$ cat src/rtl/fifo_mux_out_if.sv
// Handshake and status bundle between the upstream mux stage and fifo_mux_out.
// slave  : FIFO side (consumes data_in/push/pop, drives read data and status)
// master : user side (drives data_in/push/pop, observes read data and status)
interface fifo_mux_out_if #(
    parameter int unsigned WIDTH = 2,
    parameter int unsigned DEPTH = 8
);
    localparam int unsigned CNT_W = $clog2(DEPTH) + 1;

    logic [WIDTH-1:0] data_in;
    logic             push;
    logic             pop;
    logic [WIDTH-1:0] data_out;
    logic             valid_out;
    logic             full;
    logic             empty;
    logic             almost_full;
    logic             almost_empty;
    logic [CNT_W-1:0] count;
    logic             fifo_error;

    modport slave (
        input  data_in, push, pop,
        output data_out, valid_out, full, empty, almost_full, almost_empty,
               count, fifo_error
    );

    modport master (
        output data_in, push, pop,
        input  data_out, valid_out, full, empty, almost_full, almost_empty,
               count, fifo_error
    );
endinterface

$ cat src/rtl/fifo_mux_out.sv
// Synchronous FIFO buffering the 2-bit output of the mux-with-memory stage.
// Ports:
//   clk      - rising-edge clock
//   reset_L  - asynchronous active-low reset
//   fifo_if  - slave modport: data_in/push/pop in; data_out, valid_out,
//              full, empty, almost_full, almost_empty, count, fifo_error out
// All outputs come straight from flops; status flags are registered from the
// next-state count so they never depend combinationally on push or pop.
module fifo_mux_out #(
    parameter int unsigned WIDTH     = 2,
    parameter int unsigned DEPTH     = 8,
    parameter int unsigned AF_THRESH = 6,
    parameter int unsigned AE_THRESH = 2
) (
    input  logic                 clk,
    input  logic                 reset_L,
    fifo_mux_out_if.slave        fifo_if
);
    localparam int unsigned PTR_W = $clog2(DEPTH);
    localparam int unsigned CNT_W = PTR_W + 1;

    logic [WIDTH-1:0] mem_q [DEPTH];

    logic [PTR_W-1:0] wr_ptr_q, wr_ptr_d;
    logic [PTR_W-1:0] rd_ptr_q, rd_ptr_d;
    logic [CNT_W-1:0] count_q, count_d;
    logic [WIDTH-1:0] data_out_q, data_out_d;
    logic             valid_out_q, valid_out_d;
    logic             fifo_error_q, fifo_error_d;
    logic             full_q, full_d;
    logic             empty_q, empty_d;
    logic             almost_full_q, almost_full_d;
    logic             almost_empty_q, almost_empty_d;

    logic             pop_ok;
    logic             push_ok;

    // Acceptance: a push into a full FIFO is allowed only when a pop frees a slot.
    always_comb begin
        pop_ok  = fifo_if.pop && !empty_q;
        push_ok = fifo_if.push && (!full_q || pop_ok);
    end

    // Next-state for pointers, occupancy, read data and flags.
    always_comb begin
        wr_ptr_d       = wr_ptr_q;
        rd_ptr_d       = rd_ptr_q;
        count_d        = count_q;
        data_out_d     = data_out_q;
        valid_out_d    = 1'b0;
        fifo_error_d   = fifo_error_q;

        if (push_ok) begin
            wr_ptr_d = wr_ptr_q + PTR_W'(1);
        end

        if (pop_ok) begin
            rd_ptr_d    = rd_ptr_q + PTR_W'(1);
            data_out_d  = mem_q[rd_ptr_q];
            valid_out_d = 1'b1;
        end

        unique case ({push_ok, pop_ok})
            2'b10:   count_d = count_q + CNT_W'(1);
            2'b01:   count_d = count_q - CNT_W'(1);
            default: count_d = count_q;
        endcase

        // Overflow or underflow latches the error until reset.
        if ((fifo_if.push && !push_ok) || (fifo_if.pop && !pop_ok)) begin
            fifo_error_d = 1'b1;
        end

        full_d         = (count_d == CNT_W'(DEPTH));
        empty_d        = (count_d == CNT_W'(0));
        almost_full_d  = (count_d >= CNT_W'(AF_THRESH));
        almost_empty_d = (count_d <= CNT_W'(AE_THRESH));
    end

    // Control and status registers; reset values describe an empty FIFO.
    always_ff @(posedge clk or negedge reset_L) begin
        if (!reset_L) begin
            wr_ptr_q       <= '0;
            rd_ptr_q       <= '0;
            count_q        <= '0;
            data_out_q     <= '0;
            valid_out_q    <= 1'b0;
            fifo_error_q   <= 1'b0;
            full_q         <= 1'b0;
            empty_q        <= 1'b1;
            almost_full_q  <= 1'b0;
            almost_empty_q <= 1'b1;
        end else begin
            wr_ptr_q       <= wr_ptr_d;
            rd_ptr_q       <= rd_ptr_d;
            count_q        <= count_d;
            data_out_q     <= data_out_d;
            valid_out_q    <= valid_out_d;
            fifo_error_q   <= fifo_error_d;
            full_q         <= full_d;
            empty_q        <= empty_d;
            almost_full_q  <= almost_full_d;
            almost_empty_q <= almost_empty_d;
        end
    end

    // Storage needs no reset: only entries between rd_ptr and wr_ptr are ever read.
    always_ff @(posedge clk) begin
        if (push_ok) begin
            mem_q[wr_ptr_q] <= fifo_if.data_in;
        end
    end

    assign fifo_if.data_out     = data_out_q;
    assign fifo_if.valid_out    = valid_out_q;
    assign fifo_if.count        = count_q;
    assign fifo_if.fifo_error   = fifo_error_q;
    assign fifo_if.full         = full_q;
    assign fifo_if.empty        = empty_q;
    assign fifo_if.almost_full  = almost_full_q;
    assign fifo_if.almost_empty = almost_empty_q;

endmodule

$ cat src/flat_wrapper.sv
// flat-port wrapper written by rule: the top's interface ports become plain ports
module fifo_mux_out_flat 
#(
    parameter int unsigned WIDTH     = 2,
    parameter int unsigned DEPTH     = 8,
    parameter int unsigned AF_THRESH = 6,
    parameter int unsigned AE_THRESH = 2
)
  (clk, reset_L, fifo_if_data_in, fifo_if_push, fifo_if_pop, fifo_if_data_out, fifo_if_valid_out, fifo_if_full, fifo_if_empty, fifo_if_almost_full, fifo_if_almost_empty, fifo_if_count, fifo_if_fifo_error);
  fifo_mux_out_if #(.WIDTH(WIDTH), .DEPTH(DEPTH)) fifo_if_i ();
  input  logic clk;
  input  logic reset_L;
  input wire logic [$bits(fifo_if_i.data_in)-1:0] fifo_if_data_in;
  input wire logic [$bits(fifo_if_i.push)-1:0] fifo_if_push;
  input wire logic [$bits(fifo_if_i.pop)-1:0] fifo_if_pop;
  output wire logic [$bits(fifo_if_i.data_out)-1:0] fifo_if_data_out;
  output wire logic [$bits(fifo_if_i.valid_out)-1:0] fifo_if_valid_out;
  output wire logic [$bits(fifo_if_i.full)-1:0] fifo_if_full;
  output wire logic [$bits(fifo_if_i.empty)-1:0] fifo_if_empty;
  output wire logic [$bits(fifo_if_i.almost_full)-1:0] fifo_if_almost_full;
  output wire logic [$bits(fifo_if_i.almost_empty)-1:0] fifo_if_almost_empty;
  output wire logic [$bits(fifo_if_i.count)-1:0] fifo_if_count;
  output wire logic [$bits(fifo_if_i.fifo_error)-1:0] fifo_if_fifo_error;
  assign fifo_if_i.data_in = fifo_if_data_in;
  assign fifo_if_i.push = fifo_if_push;
  assign fifo_if_i.pop = fifo_if_pop;
  assign fifo_if_data_out = fifo_if_i.data_out;
  assign fifo_if_valid_out = fifo_if_i.valid_out;
  assign fifo_if_full = fifo_if_i.full;
  assign fifo_if_empty = fifo_if_i.empty;
  assign fifo_if_almost_full = fifo_if_i.almost_full;
  assign fifo_if_almost_empty = fifo_if_i.almost_empty;
  assign fifo_if_count = fifo_if_i.count;
  assign fifo_if_fifo_error = fifo_if_i.fifo_error;
  fifo_mux_out #(.WIDTH(WIDTH), .DEPTH(DEPTH), .AF_THRESH(AF_THRESH), .AE_THRESH(AE_THRESH)) u_core (.clk(clk), .reset_L(reset_L), .fifo_if(fifo_if_i));
endmodule
$ cat config.mk
export PLATFORM = sky130hd
export DESIGN_NAME = fifo_mux_out_flat
export DESIGN_NICKNAME = d
export VERILOG_FILES = /design/src/rtl/fifo_mux_out_if.sv /design/src/rtl/fifo_mux_out.sv /design/src/flat_wrapper.sv
export SDC_FILE = /design/constraint.sdc
export NUM_CORES = 1
export LEC_CHECK = 0
export BUFFER_PORTS_ARGS = -buffer_cell sky130_fd_sc_hd__buf_2
export CAP_MARGIN = 20
export CORE_MARGIN = 4
export CORE_UTILIZATION = 45
export DETAILED_ROUTE_END_ITERATION = 10
export GPL_TIMING_DRIVEN = 0
export HOLD_SLACK_MARGIN = 0.1
export PLACE_DENSITY = 0.66
export SLEW_MARGIN = 20
export SYNTH_ARGS = -nofsm -noshare
export SYNTH_HDL_FRONTEND = slang
export SYNTH_SLANG_ARGS = --single-unit
$ cat constraint.sdc
create_clock -name clk -period 3.6 [get_ports clk]
set_clock_uncertainty 0.05 [all_clocks]
set_input_delay 0.54 -clock clk [delete_from_list [all_inputs] [get_ports clk]]
set_output_delay 0.54 -clock clk [all_outputs]
set_load 0.01 [all_outputs]
==> out/metrics.yaml <==
outcome: "completed"
setup_ws_ns: 0.588
ios: 18
io_buffers: 17
internal_power_uw: 1060
postRouteAntennaNets: 0
ys_ff_latch: 34
postCtsSetupRepairBufs: 0
worstSkewPairLatency_ns: 0.29
grt_max_degree: 19
p_seq_share_pct: 38.3
critical_path_class: "flip-flop to flip-flop"
tightestPinTransition_ns: 0.580
synth_edf_count: 16
grt_use_met3_pct: 3.89
diodes: 0
synthFlopType: "edfxtp_1"
antenna_found_initial: 0
fin_crit_ns: 3.01
ir_drop_mv: 0.325
p_comb_share_pct: 41.8
post-route-period-util_pct: 83.7
ys_top_cells_by_area: "edfxtp_1, dfrtp_1, mux4_2"
use_met1_pct: 18.9
async_flop_share_pct: 52.9
cp.required_ns: 3.72
vias_per_cell: 5.34
layout_common_cells: "buf_2, dfrtp_1, edfxtp_1, nand2_1, nor2_1"
pre_cts_ws_ns: 0.366
drt_first_pass_iters: 4
area_growth_pct: 15.3
dr.first_iter.drc_count: 62
drive_above_1_share_pct: 26.3
swShare_pct: 36.0
yosys.area.top_type: "edfxtp_1"
hpwlAfterDp_mm: 2.19
multi_input_area_sq_um: 663
setup_viol: 0
routedWlPerCell_um: 14.4
std_cell_rows: 21
final_hold_viol_count: 0
use_met2_pct: 23.1
power_leakage_uw: 0.000811
numCtsBuffers: 5
final_common_cell: "buf_2"
finalSetupTns_ns: 0
synthDominantCellAreaShare_pct: 28.9
p_switching_uw: 595
die_w_um: 68.8
min_path_type: "primary input to asynchronous set/reset pin"
nNetsFinal: 166
fp.coreArea_sq_um: 3440
busiest_layer: "met2"
cp.arrival_ns: 3.13
hold_buffers: 0
num_vias: 1079
slew_violations: 0
grt_pass1_wl_mm: 4.97
htreeDepth: 2
critPathLaunchType: "flip-flop"
grt-ovfl-total: 0
drc_errors: 0
die_h_um: 68.8
cts_resized: 0
n_fill_cell: 288
clock_path_buffers: 2
fin_util_pct: 55.7
maxSlewHeadroom_pct: 60.9
clock-root-buffer: "clkbuf_8"
synthesis.area_sq_um: 1660
ys_warn_count: 0
wirelength_mm: 2.92
cts.sinks: 34
dieArea_sq_um: 4730
track_usage_pct: 15.1
end_kind: "flip-flop"
drv_cap: 0
place_congestion: 0.854
grt_pass1_vias: 1091
cts_tree: "built"
ys_seq_area_share_pct: 56.1
regArea_sq_um: 933
syn_area_per_cell_sq_um: 12.7
start_util_pct: 48.3
hold_ws_ns: 0.120
synthCells: 131
critPathMaxFanout: 8
synth_nets: 142
clk_pin_slew_ns: 0.07
yosysUniqueCellTypes: 42
timing.fmax_ghz: 0.332
rsz0062_at_grt: "false"
clockPowerShare_pct: 19.9
p_per_area_nw_per_um2: 862
==> power by group through the flow <==
stage	clock [uW]	combinational [uW]	sequential (uW)
after floorplan	0	506	647
after global placement	0	681	633
after detailed placement	0	694	641
after CTS	341	697	634
after global routing	362	780	651
final	328	691	633
==> registers in the layout, indices dropped and copies added (netlist names) <==
name and cells:
u_core.wr_ptr_q 3, u_core.fifo_if.valid_out 1, u_core.fifo_if.count 4, u_core.fifo_if.fifo_error 1, u_core.fifo_if.data_out 2, u_core.fifo_if.full 1
u_core.rd_ptr_q 3, u_core.fifo_if.almost_full 1, u_core.fifo_if.empty 1, u_core.mem_q 16, u_core.fifo_if.almost_empty 1
==> synthesized netlist by cell type (2+ instances only) <==
| cell | number |
|---|---|
| a21oi_1 | 3 |
| edfxtp_1 | 16 |
| nand2b_1 | 5 |
| dfrtp_1 | 16 |
| clkbuf_1 | 2 |
| nor2_1 | 11 |
| buf_6 | 2 |
| a2111oi_0 | 2 |
| dfstp_2 | 2 |
| a211oi_1 | 2 |
| o211a_1 | 2 |
| inv_1 | 6 |
| o21ai_0 | 3 |
| ha_1 | 5 |
| mux4_2 | 4 |
| xnor2_1 | 5 |
| nor3_1 | 4 |
| nand2_1 | 15 |
| mux2i_1 | 3 |
==> routing by layer <==
layer  up-vias  wire, um
li1        530         -
met1       507      1260
met2        34      1360
met3         8       238
met4         0        59
met5         -         0
==> critical path: stages, from the launching register on <==
cell and delay [ns]:
dfstp_2 0.36, nand2b_1 0.12, clkbuf_1 0.18, a21boi_1 0.41
inv_1 0.17, ha_1 0.33, xor2_1 0.20, ha_1 0.19
a21oi_1 0.14, mux2i_1 0.23, xnor2_1 0.18, a221o_1 0.33
==> final timing paths <==
| kind | from | depth (start not counted) | to | slack, ns |
|---|---|---|---|---|
| max | u_core.fifo_if.empty$_DFF_PN1_ | 11 | u_core.fifo_if.almost_full$_DFF_PN0_ | 0.59 |
| min reg2reg | u_core.fifo_if.data_out[0]$_DFFE_PN0P_ | 2 | u_core.fifo_if.data_out[0]$_DFFE_PN0P_ | 0.42 |
| min | reset_L | 1 | u_core.rd_ptr_q[2]$_DFFE_PN0P_ | 0.12 |
| min in group clk | u_core.fifo_if.data_out[0]$_DFFE_PN0P_ | 2 | u_core.fifo_if.data_out[0]$_DFFE_PN0P_ | 0.42 |
| max in group asynchronous | reset_L | 1 | u_core.fifo_if.almost_empty$_DFF_PN1_ | 3.05 |
| max reg2reg | u_core.fifo_if.empty$_DFF_PN1_ | 11 | u_core.fifo_if.almost_full$_DFF_PN0_ | 0.59 |
==> stage by stage <==
| stage | instances | cell area, sq um | total power [uW] |
|---|---|---|---|
| final | 202 | 1920 | 1650 |
| after global routing | 202 | 1920 | 1790 |
| after CTS | 202 | 1920 | 1670 |
| after detailed placement | 194 | 1810 | 1340 |
| after global placement | 194 | 1810 | 1310 |
| after floorplan | 131 | 1660 | 1150 |
==> cells by family (layout without fill, tap and decap cells) <==
| group | Yosys count | count (layout) | synth area share (%) |
|---|---|---|---|
| and+or+nand+nor | 43 | 43 | 13.0 |
| DFF | 34 | 34 | 56.1 |
| AOI/OAI and AO/OA | 24 | 24 | 12.0 |
| buffers and inverters | 11 | 36 | 3.99 |
| muxes | 8 | 8 | 7.90 |
| xor gates and xnor gates | 6 | 6 | 3.16 |
| adders and majority gates | 5 | 5 | 3.76 |
==> final cells by class <==
| cell class | instances | area share [%] |
|---|---|---|
| tap | 46 | 3.00 |
| buffer | 5 | 2.28 |
| clock buffer | 8 | 5.81 |
| multi-input combinational | 86 | 34.6 |
| timing repair buffer | 17 | 4.44 |
| sequential | 34 | 48.7 |
| inverter | 6 | 1.17 |
No activity file was read; power rests on OpenSTA's default activity.
